--- config.mk ---
export PLATFORM = sky130hd
export DESIGN_NAME = stream_mux_flat
export DESIGN_NICKNAME = d
export VERILOG_FILES = /design/src/rtl/stream_mux_if.sv /design/src/rtl/stream_mux.sv /design/src/flat_wrapper.sv
export SDC_FILE = /design/constraint.sdc
export NUM_CORES = 1
export LEC_CHECK = 0
export ABC_AREA = 1
export CORE_MARGIN = 5
export CORE_UTILIZATION = 34
export CTS_BUF_LIST = sky130_fd_sc_hd__clkbuf_16
export CTS_CLUSTER_SIZE = 20
export DETAILED_ROUTE_END_ITERATION = 10
export GPL_ROUTABILITY_DRIVEN = 1
export GPL_TIMING_DRIVEN = 0
export PLACE_DENSITY = 0.78
export SLEW_MARGIN = 10
export SYNTH_ARGS = -nofsm -noshare
export SYNTH_HDL_FRONTEND = slang
export SYNTH_SLANG_ARGS = --single-unit
--- constraint.sdc ---
create_clock -name clk -period 1.52 [get_ports clk]
set_input_delay 0.304 -clock clk [delete_from_list [all_inputs] [get_ports clk]]
set_output_delay 0.304 -clock clk [all_outputs]
set_load 0.03 [all_outputs]
--- src/rtl/stream_mux_if.sv ---
// stream_mux_if: bundles the N producer streams and the single consumer stream
// of stream_mux. The slave modport is the multiplexer's view; the master modport
// is the view of whatever drives the producers and sinks the consumer side.
interface stream_mux_if #(
    parameter int N = 4,
    parameter int W = 8
);
    localparam int SELW = $clog2(N);

    logic [N*W-1:0]  in_data;
    logic [N-1:0]    in_valid;
    logic [N-1:0]    in_ready;
    logic [W-1:0]    out_data;
    logic            out_valid;
    logic            out_ready;
    logic [SELW-1:0] out_chan;

    modport master (
        output in_data, in_valid, out_ready,
        input  in_ready, out_data, out_valid, out_chan
    );

    modport slave (
        input  in_data, in_valid, out_ready,
        output in_ready, out_data, out_valid, out_chan
    );
endinterface

--- src/rtl/stream_mux.sv ---
// stream_mux: N-channel, W-bit valid/ready stream multiplexer with a single
// registered output slice. Default build uses the external sel input to pick the
// source channel. Defining the macro RR_ARB_EN replaces sel with a round-robin
// arbiter that starts with channel 0 at top priority after reset.
module stream_mux #(
    parameter int N = 4,
    parameter int W = 8
) (
    input  logic                 clk,
    input  logic                 rst_n,
    input  logic [$clog2(N)-1:0] sel,
    stream_mux_if.slave          bus
);
    localparam int SELW = $clog2(N);

    logic            r_outValid;
    logic [W-1:0]    r_outData;
    logic [SELW-1:0] r_outChan;

    logic            w_load;
    logic            w_chanOk;
    logic [SELW-1:0] w_chan;
    logic [W-1:0]    w_selData;
    logic            w_selValid;
    logic            w_take;
    logic [N-1:0]    w_inReady;

    // The slice can accept a new word when it is empty or being drained this
    // cycle; holding off during reset keeps every in_ready low while rst_n is low.
    assign w_load = rst_n && (!r_outValid || bus.out_ready);

`ifdef RR_ARB_EN
    logic [SELW-1:0] r_rrPtr;
    logic [SELW-1:0] w_idx;
    logic            w_unusedSel;

    // sel has no meaning when the arbiter decides
    assign w_unusedSel = ^sel;

    // Round-robin grant: first valid channel after the previous winner
    always_comb begin
        w_chanOk = 1'b0;
        w_chan   = '0;
        w_idx    = '0;
        for (int k = 1; k <= N; k++) begin
            w_idx = SELW'((int'(r_rrPtr) + k) % N);
            if (!w_chanOk && bus.in_valid[w_idx]) begin
                w_chanOk = 1'b1;
                w_chan   = w_idx;
            end
        end
    end

    // Last winner drops to lowest priority; only a real transfer moves it
    always_ff @(posedge clk or negedge rst_n) begin
        if (!rst_n) begin
            r_rrPtr <= SELW'(N - 1);
        end else if (w_take) begin
            r_rrPtr <= w_chan;
        end
    end
`else
    // Fixed select: a sel beyond the last channel chooses nothing
    always_comb begin
        w_chan   = sel;
        w_chanOk = (int'(sel) < N);
    end
`endif

    // Route the chosen channel's data/valid and raise only its ready
    always_comb begin
        w_selData  = '0;
        w_selValid = 1'b0;
        w_inReady  = '0;
        for (int i = 0; i < N; i++) begin
            if (w_chanOk && (w_chan == SELW'(i))) begin
                w_selData    = bus.in_data[i*W +: W];
                w_selValid   = bus.in_valid[i];
                w_inReady[i] = w_load;
            end
        end
    end

    assign w_take       = w_load && w_selValid;
    assign bus.in_ready = w_inReady;

    // Output register slice: refill or empty on load, hold while stalled
    always_ff @(posedge clk or negedge rst_n) begin
        if (!rst_n) begin
            r_outValid <= 1'b0;
            r_outData  <= '0;
            r_outChan  <= '0;
        end else if (w_load) begin
            r_outValid <= w_take;
            if (w_take) begin
                r_outData <= w_selData;
                r_outChan <= w_chan;
            end
        end
    end

    assign bus.out_valid = r_outValid;
    assign bus.out_data  = r_outData;
    assign bus.out_chan  = r_outChan;
endmodule

--- src/flat_wrapper.sv ---
// flat-port wrapper written by rule: the top's interface ports become plain ports
module stream_mux_flat 
#(
    parameter int N = 4,
    parameter int W = 8
)
  (clk, rst_n, sel, bus_in_data, bus_in_valid, bus_out_ready, bus_in_ready, bus_out_data, bus_out_valid, bus_out_chan);
  stream_mux_if #(.N(N), .W(W)) bus_i ();
  input  logic clk;
  input  logic rst_n;
  input  logic [$clog2(N)-1:0] sel;
  input wire logic [$bits(bus_i.in_data)-1:0] bus_in_data;
  input wire logic [$bits(bus_i.in_valid)-1:0] bus_in_valid;
  input wire logic [$bits(bus_i.out_ready)-1:0] bus_out_ready;
  output wire logic [$bits(bus_i.in_ready)-1:0] bus_in_ready;
  output wire logic [$bits(bus_i.out_data)-1:0] bus_out_data;
  output wire logic [$bits(bus_i.out_valid)-1:0] bus_out_valid;
  output wire logic [$bits(bus_i.out_chan)-1:0] bus_out_chan;
  assign bus_i.in_data = bus_in_data;
  assign bus_i.in_valid = bus_in_valid;
  assign bus_i.out_ready = bus_out_ready;
  assign bus_in_ready = bus_i.in_ready;
  assign bus_out_data = bus_i.out_data;
  assign bus_out_valid = bus_i.out_valid;
  assign bus_out_chan = bus_i.out_chan;
  stream_mux #(.N(N), .W(W)) u_core (.clk(clk), .rst_n(rst_n), .sel(sel), .bus(bus_i));
endmodule
==> impl_metrics.json, run 1 <==
{
  "layout.nets": 216,
  "yosysMostFrequentCell": "nand2_1",
  "syn_to_final_growth_pct": 84.57,
  "via_per_inst": 4.812,
  "mappedNetlistNets": 155,
  "grtUsageMet1": 0.1909,
  "dp.final_hpwl_mm": 1.997,
  "drc_errors": 0,
  "status": "finished clean",
  "cts.path.max_buffers": 2,
  "ir_drop_mv": 0.6655,
  "drt-total-wl_mm": 2.448,
  "cts_root_buf": "clkbuf_16",
  "whs_ns": 0.3560,
  "synth_seq_cells": 11,
  "wire_per_inst_um": 12.12,
  "pre_cts_slack_ns": -1.197,
  "placedCellCount": 195,
  "die_area_um2": 3404,
  "rows": 17,
  "ant_nets": 0,
  "yosys.area.top_type_share": 0.3465,
  "overflow": 0,
  "final_layout_size_suffix_gt1_frac": 0.1954,
  "hold_viol": 0,
  "synth_area_leaders": "dfrtp_1, nand2_1, nand3_1, nand4_1, buf_6",
  "grt_max_degree": 13,
  "drtPass1Iterations": 4,
  "post-route-util": 0.6629,
  "vias": 972,
  "top_usage_layer": "met2",
  "fin_setup_tns_ns": 0,
  "ys_seq_area_frac": 0.3465,
  "ys.flop_type": "dfrtp_1",
  "cp.arrival_ns": 1.56,
  "required_ns": 1.65,
  "slew_headroom": 0.6760,
  "hold_class": "primary input to flop",
  "critPathBufInv": 3,
  "cts_tree": "yes",
  "io_pins": 56,
  "worstPathMaxFanout": 10,
  "diodes": 0,
  "start_kind": "flop",
  "path_cells": "nand2_2, nand2_4, buf_4, buf_4, nor2_2, nand2_4, buf_6, nand3_1, nand2_1",
  "clk_pin_slew_ns": 0.04,
  "fillers": 198,
  "die_x_um": 58.34,
  "timing.final.max_slew_violations": 0,
  "rsz0062_at_grt": "true",
  "tightest_slew_ns": 0.4843,
  "grtUsageMet3": 0.06140,
  "cpMaxStageDelayCell": "dfrtp_1",
  "fin_skew_ns": 0.001181,
  "synth_edf_count": 0,
  "yosys-top-cells-count": "nand2_1, dfrtp_1, nand3_1",
  "drv_cap": 0,
  "grt_antenna_before_repair": 0,
  "htree_levels": 1,
  "p_leak_nw": 0.7320,
  "initial_core_util": 0.3592,
  "grt.met2_usage": 0.2456,
  "async_flop_share": 1.000,
  "synth_top_area_cell": "dfrtp_1",
  "postLayoutSetupSlackWorst_ns": 0.08325,
  "synth_area_um2": 794.5,
  "syn_inst": 114,
  "fmax_mhz": 696.0,
  "finalCriticalPeriod_ns": 1.437,
  "die-height_um": 58.34,
  "crit_type": "flop to flop",
  "portBuffers": 53,
  "cts_buffers": 3,
  "ys_types": 14,
  "fin_cells": 202,
  "crit_family": "simple AND/OR/NAND/NOR gates",
  "drt_iter0_markers": 14,
  "powerDensity_nw_per_um2": 999.7,
  "grt_pass1_wl_mm": 4.278,
  "slowest_delay_ns": 0.39,
  "fin_crit_sh": 0.9452,
  "track_usage": 0.1610,
  "synth_warnings": 0,
  "cts.sinks": 11,
  "grt_pass1_vias": 1017,
  "setup_viol": 0,
  "clock_latency_ns": 0.24,
  "core_um2": 2212,
  "syn_area_per_cell_um2": 6.969,
  "endpoint_kind": "flop",
  "finalWeightedCongestion": 0.7519
}
==> layer usage <==
layer,wire [um],vias to the layer above,share of wire
met5,0,-,0
li1,-,486,-
met1,1014,419,0.41
met3,329,10,0.13
met4,81,0,0.033
met2,1022,57,0.42
==> tightest hold or removal path, delay by kind of cell <==
family | cells | cell delay [ns]
buffers and inverters | 1 | 0.13
AND/OR/NAND/NOR | 2 | 0.11
==> area by class of cell <==
class / instances / area, um^2 / area share
tap: 28 / 35.03 / 0.02389
timing repair buffer: 56 / 526.8 / 0.3592
clock buffer: 3 / 75.07 / 0.05119
clock inverter: 1 / 3.754 / 0.002560
multi-input combinational: 91 / 475.5 / 0.3242
inverter: 8 / 30.03 / 0.02048
sequential: 11 / 275.3 / 0.1877
buffer: 4 / 45.04 / 0.03072
==> timing repair <==
item                       CTS  global route
gates resized for setup     48             3
setup endpoints to repair   26            14
hold endpoints to repair     0            11
hold buffers                 0             1
buffers inserted             2             0
pin swaps                    1             1
==> power by group <==
part           internal (W)  switching, W
clock              0.000345      0.000126
combinational      0.000249      0.000335
sequential         0.000368     0.0000430
==> worst paths after layout <==
check | endpoint | slack (ns) | depth (start not counted) | start
max in group asynchronous | u_core.bus.out_data[2] | 0.58 | 2 | rst_n
worst min register to register | u_core.bus.out_chan[1] | 0.50 | 2 | u_core.bus.out_chan[1]
worst min-delay path | u_core.bus.out_chan[1] | 0.36 | 3 | sel[1]
min in group asynchronous | u_core.bus.out_data[1] | 0.61 | 2 | rst_n
worst max-delay path | u_core.bus.out_data[0] | 0.08 | 9 | u_core.bus.out_valid
worst max register to register | u_core.bus.out_data[0] | 0.08 | 9 | u_core.bus.out_valid
==> sequential cells by signal, summed over array words and instances (netlist names) <==
signal / count
u_core.bus.out_chan: 2
u_core.bus.out_data: 8
u_core.bus.out_valid: 1
==> stage by stage <==
stage / power, W / area [um^2]
2_1_floorplan: 0.0007383 / 794.5
3_3_place_gp: 0.001032 / 1360
3_5_place_dp: 0.001040 / 1360
4_1_cts: 0.001477 / 1451
5_1_grt: 0.001563 / 1466
6_report: 0.001466 / 1466
==> cell usage in the layout (no fill, tap or decap), types with 3 or more instances in the layout <==
| master | count |
|---|---|
| buf_4 | 4 |
| buf_6 | 5 |
| clkbuf_16 | 3 |
| clkdlybuf4s50_1 | 36 |
| dfrtp_1 | 11 |
| dlygate4sd2_1 | 12 |
| inv_1 | 6 |
| inv_2 | 3 |
| nand2_1 | 56 |
| nand2_2 | 4 |
| nand2_4 | 3 |
| nand3_1 | 10 |
| nand4_1 | 8 |
| nor2_2 | 3 |
==> logic make-up (layout without fill, tap and decap cells) <==
logic type | after synthesis | count (layout) | share of synthesized area
flops | 11 | 11 | 0.3465
buf+inv | 12 | 72 | 0.09449
simple gates | 91 | 91 | 0.5591
Power figures use the tool's default switching activity.
==> run 2: changes to the inputs <==
Settings changed: CELL_PAD_IN_SITES_DETAIL_PLACEMENT set to 2, CELL_PAD_IN_SITES_GLOBAL_PLACEMENT set to 2, CORE_UTILIZATION 34 to 18, CTS_CLUSTER_SIZE 20 to 16, PLACE_DENSITY 0.78 to 0.84.
Clock period 1.52 ns to 1.8 ns, I/O delays scaled along.
==> impl_metrics.json, run 2 (synthesis results as in run 1) <==
{
  "post-route-util": 0.3498,
  "vias": 991,
  "p_sw_w": 0.0004526,
  "layout_commonest_cell": "nand2_1",
  "critPathBufInv": 1,
  "io_pins": 56,
  "rows": 24,
  "drc_errors": 0,
  "start_kind": "flop",
  "setup_viol": 0,
  "die_x_um": 76.44,
  "clock_latency_ns": 0.24,
  "wire_per_inst_um": 15.13,
  "fin_skew_ns": 0.002167,
  "crit-reg2reg-launch": "u_core.bus.out_valid",
  "worstPathMaxFanout": 3,
  "core_um2": 4324,
  "slew_headroom": 0.7589,
  "syn_to_final_growth_pct": 90.39,
  "endpoint_kind": "primary output",
  "hold_class": "primary input to async pin",
  "status": "finished clean",
  "cts_buffers": 3,
  "cts_tree": "yes",
  "dp.final_hpwl_mm": 2.873,
  "htree_levels": 1,
  "cp.arrival_ns": 1.32,
  "slowest_delay_ns": 0.69,
  "cts_root_buf": "clkbuf_16",
  "fin_cells": 225,
  "hold_viol": 0,
  "cpMaxStageDelayCell": "clkdlybuf4s50_1",
  "grt_max_degree": 13,
  "crit_type": "flop to primary output",
  "drt-total-wl_mm": 3.404,
  "required_ns": 1.44,
  "cts.path.max_buffers": 2,
  "powerDensity_nw_per_um2": 865.6,
  "rsz0062_at_grt": "false",
  "cts.sinks": 11,
  "final_cell_mix": "nand2_1, clkdlybuf4s50_1, dfrtp_1",
  "fmax_mhz": 596.3,
  "swShare": 0.3456,
  "crit_family": "buffers and inverters",
  "die_area_um2": 5842,
  "initial_core_util": 0.1837,
  "drt_iter0_markers": 11,
  "grt_pass1_wl_mm": 5.561,
  "overflow": 0,
  "layout.nets": 215,
  "grt_antenna_before_repair": 0,
  "fin_crit_sh": 0.9316,
  "via_per_inst": 4.404,
  "intPower_w": 0.0008568,
  "ir_drop_mv": 0.2646,
  "timing.final.max_slew_violations": 0,
  "p_leak_nw": 0.7095,
  "power.share.combinational": 0.423,
  "portBuffers": 53,
  "postLayoutSetupSlackWorst_ns": 0.1231,
  "die-height_um": 76.44,
  "diodes": 0,
  "largest_register_ffs": 8,
  "tightest_slew_ns": 0.3613,
  "path_cells": "clkdlybuf4s50_1",
  "cts_hold_buf": 0,
  "placedCellCount": 219,
  "cp-startpoint": "u_core.bus.out_valid",
  "finalWeightedCongestion": 0.7382,
  "design_area_um2": 1513,
  "track_usage": 0.1140,
  "drv_cap": 0,
  "grt_pass1_vias": 1184,
  "final_layout_size_suffix_gt1_frac": 0.1965,
  "clk_pin_slew_ns": 0.04,
  "ant_nets": 0,
  "p_total_w": 0.001309,
  "pre_cts_slack_ns": -1.076,
  "pwr-share-clk": 0.306,
  "drtPass1Iterations": 2,
  "finalCriticalPeriod_ns": 1.677,
  "seqPwrFrac": 0.271,
  "dpl-instance-area_um2": 1390
}
-- run 2: cell count changes in the layout (fill, tap and decap cells not counted), sizes merged --
| cell | previous run | this run |
|---|---|---|
| buf | 11 | 10 |
| clkdlybuf4s15 | 0 | 1 |
| clkdlybuf4s50 | 36 | 47 |
| dlygate4sd2 | 12 | 0 |
| dlygate4sd3 | 1 | 0 |
| dlymetal6s2s | 0 | 1 |
-- run 2: per-layer routing --
layer	wire length, um	track usage	vias to the layer above
met4	21	0.04196	0
met3	174	0.01891	2
met5	0	0	-
met1	1321	0.1255	478
met2	1886	0.2149	31
li1	-	-	480
-- run 2: layout make-up --
cell class / instances / area (um^2)
flip-flops and latches: 11 / 275.3
multi-input cells: 91 / 481.7
repair buffers: 55 / 536.8
clock inverters: 1 / 3.754
plain buffers: 4 / 45.04
well taps: 52 / 65.06
inverters: 8 / 30.03
clock buffers: 3 / 75.07
fillers: 506 / 2811
-- run 2: worst paths after layout --
check	depth (start not counted)	end	slack (ns)
hold / removal	1	u_core.bus.out_data[7]	0.11
max in group asynchronous	1	u_core.bus.out_data[1]	1.43
setup / recovery	1	bus_out_valid	0.12
min in group clk	3	u_core.bus.out_chan[1]	0.43
setup reg to reg	8	u_core.bus.out_data[1]	0.40
hold reg to reg	2	u_core.bus.out_data[2]	0.52
-- run 2: worst reg2reg max path: cells and delay by family (launching register included) --
kind,cells,cell delay (ns)
buffers and inverters,1,0.17
flip-flops,1,0.40
AND/OR/NAND/NOR,7,0.76
-- run 2: what timing repair did --
action,CTS,global route
resized for setup,30,9
endpoints found under the hold margin,0,0
buffers inserted,0,2
pin swaps,0,1
setup endpoints to repair,15,4
-- run 2: per-stage QoR --
stage | TNS, ns | hold slack, ns
global placement | -7.817 | 0.4964
detailed placement | -9.128 | 0.5126
finish | 0 | 0.1122
CTS | 0 | 0.1079
global route | 0 | 0.1416
floorplan | 0 | 0.06441
-- run 2: power groups by stage --
stage	Sequential, W	Clock, W	Combinational [W]
CTS	0.000355	0.000408	0.000549
detailed placement	0.000356	0	0.000548
global route	0.000363	0.000419	0.000596
finish	0.000354	0.000401	0.000555
global placement	0.000351	0	0.000528
floorplan	0.000474	0	0.000150
